===== src/rtl/lights_fsm.sv =====
// lights_fsm: free-running GREEN -> YELLOW -> RED controller, per-state dwell.
// Ports: clk, reset (async, active-low), light_out[1:0] (00 G, 01 Y, 10 R).
module lights_fsm #(
  parameter int GREEN_CYCLES  = 4,
  parameter int YELLOW_CYCLES = 2,
  parameter int RED_CYCLES    = 4
) (
  input  logic       clk,
  input  logic       reset,
  output logic [1:0] light_out
);

  localparam int MAX_GY = (GREEN_CYCLES > YELLOW_CYCLES) ?
                          GREEN_CYCLES : YELLOW_CYCLES;
  localparam int MAX_D  = (MAX_GY > RED_CYCLES) ? MAX_GY : RED_CYCLES;
  localparam int CW     = (MAX_D > 1) ? $clog2(MAX_D) : 1;

  localparam logic [CW-1:0] G_LAST = CW'(GREEN_CYCLES - 1);
  localparam logic [CW-1:0] Y_LAST = CW'(YELLOW_CYCLES - 1);
  localparam logic [CW-1:0] R_LAST = CW'(RED_CYCLES - 1);

  if (GREEN_CYCLES < 1 || YELLOW_CYCLES < 1 || RED_CYCLES < 1)
  begin : g_bad_param
    $error("lights_fsm: every dwell parameter must be >= 1");
  end

  typedef enum logic [1:0] {
    GREEN  = 2'b00,
    YELLOW = 2'b01,
    RED    = 2'b10
  } state_e;

  // Kept as a raw 2-bit register so the unused code 2'b11
  // (upset or forced) is representable and recoverable.
  logic [1:0]    state_q, state_d;
  logic [CW-1:0] cnt_q, cnt_d;
  logic [CW-1:0] last;
  logic [1:0]    nxt;
  logic          legal;

  always_comb begin
    last  = '0;
    nxt   = GREEN;
    legal = 1'b1;
    case (state_q)
      GREEN: begin
        last = G_LAST;
        nxt  = YELLOW;
      end
      YELLOW: begin
        last = Y_LAST;
        nxt  = RED;
      end
      RED: begin
        last = R_LAST;
        nxt  = GREEN;
      end
      default: legal = 1'b0;
    endcase
  end

  always_comb begin
    state_d = GREEN;
    cnt_d   = '0;
    if (!legal) begin
      state_d = GREEN;
      cnt_d   = '0;
    end else if (cnt_q == last) begin
      state_d = nxt;
      cnt_d   = '0;
    end else begin
      state_d = state_q;
      cnt_d   = cnt_q + CW'(1);
    end
  end

  always_ff @(posedge clk or negedge reset) begin
    if (!reset) begin
      state_q <= GREEN;
      cnt_q   <= '0;
    end else begin
      state_q <= state_d;
      cnt_q   <= cnt_d;
    end
  end

  assign light_out = state_q;

endmodule


===== config.mk =====
export PLATFORM = sky130hd
export DESIGN_NAME = lights_fsm
export DESIGN_NICKNAME = d
export VERILOG_FILES = /design/src/rtl/lights_fsm.sv
export SDC_FILE = /design/constraint.sdc
export NUM_CORES = 1
export LEC_CHECK = 0
export CORE_AREA = 2 2 39 41
export DETAILED_ROUTE_END_ITERATION = 16
export DIE_AREA = 0 0 41 43
export PLACE_DENSITY = 0.3
export SLEW_MARGIN = 20
export SYNTH_ARGS = -nofsm -noshare
export SYNTH_HDL_FRONTEND = slang
export SYNTH_SLANG_ARGS = --single-unit

===== constraint.sdc =====
create_clock -name clk -period 0.8 [get_ports clk]
set_clock_uncertainty 0.05 [all_clocks]
set_input_delay 0.08 -clock clk [delete_from_list [all_inputs] [get_ports clk]]
set_output_delay 0.08 -clock clk [all_outputs]
set_load 0.01 [all_outputs]

* Word level (Yosys, flattened, before mapping)
Cells that the tools add are included.
Widths: inputs -> output; s select.
** Storage, ports and cells
- Flip-flop bits (word level) :: 4
- Input port bits :: 2
- Output and inout port bits :: 2
** Operators by class
- Add/sub/neg operators :: 1
- Equal/unequal tests :: 4
- Muxes and demuxes :: 7
- Reductions and logical operators :: 3
** Operator list (number)
- $mux 2 :: 4
- $pmux 2 s2 :: 2
- $reduce_or 3->1 :: 1
- $add 2x1->2 const B :: 1
- $eq 2x1->1 const B :: 1
- $eq 2x2->1 :: 1
- $eq 2x2->1 const B :: 1
- $logic_not 2->1 :: 1
- $ne 2x1->1 const B :: 1
- $reduce_or 2->1 :: 1
- $mux 1 :: 1

* Logic depth before layout (Yosys ltp)
- Word-level depth :: 6
- Gate-level depth with buffers :: 2

* Worst setup path before layout
No wires, ideal clock.
- Path type :: reg2reg
- From :: register state_q[0], in the netlist light_out[0]
- To :: register state_q[1], in the netlist light_out[1]
- Library setup time :: 0.120 ns
- Arrival :: 0.811 ns
- Path slack :: -0.180 ns
- Stages on the path, launching flop included :: 3
- Period minus slack after synthesis :: 0.980 ns
- Cells stage by stage :: dfrtp_1 and4bb_1 a31o_1
** On the way
- Cells in the longest elaborated chain, start to end :: 5
** RTL lines
- start: declaration :: RTL line 35 : logic [1:0] state_q, state_d;
- start signal: assignment :: RTL line 82 : state_q <= state_d;
- $eq 2x2->1 or $logic_not 2->1 (tied branches) :: RTL line 45 : case (state_q)
- $reduce_or 2->1 (no source line)
- $pmux 2 s2 :: RTL line 45
- $eq 2x2->1 :: RTL line 68 : end else if (cnt_q == last) begin
- $ne 2x1->1 (no source line)
Several ways; a longest one is shown, not always the timed one. The select of a mux whose other input is x is not followed.
A chain may end at the register's enable or synchronous reset.

* Worst setup path in the final report
- From :: register cnt_q[0]
- To :: register state_q[1], in the netlist light_out[1]
** On the way
- Cells in the longest elaborated chain, start to end :: 2
** RTL lines
- start: declaration :: RTL line 36 : logic [CW-1:0] cnt_q, cnt_d;
- start signal: assignment :: RTL line 83 : cnt_q <= cnt_d;
- $eq 2x2->1 :: RTL line 68
- $ne 2x1->1 (no source line)
Every way passes these cells.

==> results.json <==
{
  "syn2layout_area_growth_pct": 66.9,
  "avgSynthCellArea_sq_um": 11.9,
  "ys_ff_latch": 4,
  "antenna_found_initial": 0,
  "critPathRequiredTime_ps": 870,
  "seqPwrFrac_pct": 43.5,
  "report.final.slew_viol_count": 0,
  "place_congestion": 0.639,
  "netSwitchingPower_uw": 91.5,
  "cts_max_level": 1,
  "critPathLaunchType": "flop",
  "root_buffer": "clkbuf_4",
  "hold_viol": 0,
  "tightest_slew_ps": 205,
  "crit_type": "flop to flop",
  "fin_ws_ps": -169,
  "ys.warnings.count": 0,
  "ys_seq_area_share_pct": 60.2,
  "drt_wl_total_um": 372,
  "p_int_uw": 376,
  "status": "finished, violations left",
  "syn_nets": 16,
  "n_antenna_cell": 0,
  "grt_pass1_vias": 144,
  "min_period_ps": 969,
  "row_count": 14,
  "post-route-drc-count": 0,
  "grtUsageTotal_pct": 5.75,
  "slew_headroom_pct": 86.3,
  "clk_latency_ps": 230,
  "clkTransAtPathRegs_ps": 40,
  "powerDensity_mw_per_mm2": 1680,
  "grt_overflow": 0,
  "max_freq_ghz": 1.03,
  "rsz0062_at_grt": "yes",
  "pre_cts_slack_ps": -208,
  "min_path_type": "input port to async pin",
  "crit_fanout": 6,
  "die_area_sq_mm": 0.00176,
  "synth_area_sq_um": 166,
  "clock_sinks": 4,
  "hpwl_um": 272,
  "path_cells": "and4bb_1 > a31o_1",
  "placed_area_sq_um": 246,
  "cp_top_family": "flip-flops",
  "cp_slowest_stage_delay_ps": 420,
  "synth_cells": 14,
  "ant_nets": 0,
  "core_region_area_sq_mm": 0.00138,
  "p_comb_share_pct": 1.8,
  "cap_viol_max_count": 0,
  "die_w_um": 41,
  "setup_viol": 6,
  "crit_slowest_cell": "dfrtp_1",
  "die_h_um": 43,
  "drive_gt1_share_pct": 44.0,
  "drtIter0Drc": 3,
  "synth.distinct_cells": 9,
  "clk_path_buf_depth": 2,
  "period_share_pct": 121,
  "crit_path_end_kind": "flop",
  "p_leak_nw": 0.126,
  "pwr-share-clk_pct": 54.7,
  "final_area_sq_um": 278,
  "critPathArrivalTime_ps": 1040,
  "cts_tree": "done",
  "swShare_pct": 19.6,
  "vdd_drop_max_mv": 0.417,
  "failed_checks": "setup timing",
  "fin_hold_ws_ps": 6.30,
  "fin_nets": 29,
  "port_buffers": 3,
  "pin_count": 4,
  "holdBufCountCts": 0,
  "num_vias": 147,
  "grt_pass1_wl_um": 621,
  "wl_per_cell_um": 9.07,
  "layout_common_cells": "dfrtp_1 (4), buf_4 (4), clkbuf_4 (3)",
  "grt_max_degree": 7,
  "first_pass_iters": 2,
  "cts-buffers-inserted": 3,
  "viasPerCell": 3.59,
  "start_util_pct": 12.0,
  "crit_buf_inv": 0
}
[timing repair]
action / CTS / global route
setup endpoints to repair: 6 / 6
gates cloned: 0 / 0
resized for setup: 10 / 0
buffers inserted: 1 / 0
pin swaps: 1 / 1
[worst reg2reg max path, delay by kind of cell (launching register included)]
family             cells  cell delay, ps
AOI/OAI and AO/OA      1             180
DFF                    1             420
and+or+nand+nor        1             210
[worst paths after layout]
path / cells past startpoint / slack, ps / from / endpoint
max in group asynchronous: 1 / 520 / reset / light_out[1]
worst max register to register: 2 / -170 / cnt_q[0] / light_out[1]
worst min-delay path: 1 / 6 / reset / cnt_q[1]
worst max-delay path: 2 / -170 / cnt_q[0] / light_out[1]
worst min register to register: 1 / 460 / cnt_q[0] / cnt_q[0]
min in group clk: 1 / 460 / cnt_q[0] / cnt_q[0]
[logic make-up (layout without fill, tap and decap cells)]
logic type	Yosys count	in the layout	share of synthesized area [%]
AO/OA/AOI/OAI	4	4	15.0
XOR/XNOR	1	1	5.26
buffers and inverters	1	12	2.25
flip-flops	4	4	60.2
AND/OR/NAND/NOR	4	4	17.3
[synth_stat cells (all sizes together)]
library cell  instances  area share [%]
xnor2                 1             5.3
dfrtp                 4              60
nand2b                2             7.5
and4bb                1             7.5
o22ai                 1             3.8
nand2                 1             2.3
inv                   1             2.3
a21oi                 2             6.0
a31o                  1             5.3
[layout make-up]
cell class	instances	area, sq um
flip-flops and latches	4	100
fillers	154	1110
well taps	16	20.0
repair buffers	8	61.3
inverters	1	3.75
clock buffers	3	22.5
multi-input cells	9	70.1
[per-stage QoR]
step | std cells | power, mW | utilization (%) | TNS (ps)
2_1_floorplan | 14 | 0.206 | - | -168
3_3_place_gp | 37 | 0.215 | 17.8 | -891
3_5_place_dp | 37 | 0.215 | 17.8 | -925
4_1_cts | 41 | 0.481 | 20.1 | -688
5_1_grt | 41 | 0.500 | 20.1 | -890
6_report | 41 | 0.467 | 20.1 | -593
[state kept, by name, summed over array words and instances, names as in the netlist]
name and flops:
cnt_q 2, light_out 2
[metal layers]
layer	GRT usage, %	share of wire, %	vias up	wire length (um)
met5	0	0	-	0
met4	6.00	0	0	0
met3	3.14	8.6	0	32
met2	5.94	46	4	171
met1	7.49	45	71	167
li1	-	-	72	-
[power by group through the flow]
stage          combinational (mW)  sequential (mW)  clock (mW)
6_report                  0.00843            0.203       0.256
5_1_grt                   0.00957            0.203       0.288
3_3_place_gp              0.00873            0.206           0
2_1_floorplan        0.0000000309            0.206           0
3_5_place_dp              0.00892            0.206           0
4_1_cts                   0.00892            0.203       0.269
No activity file was read; power rests on OpenSTA's default activity.
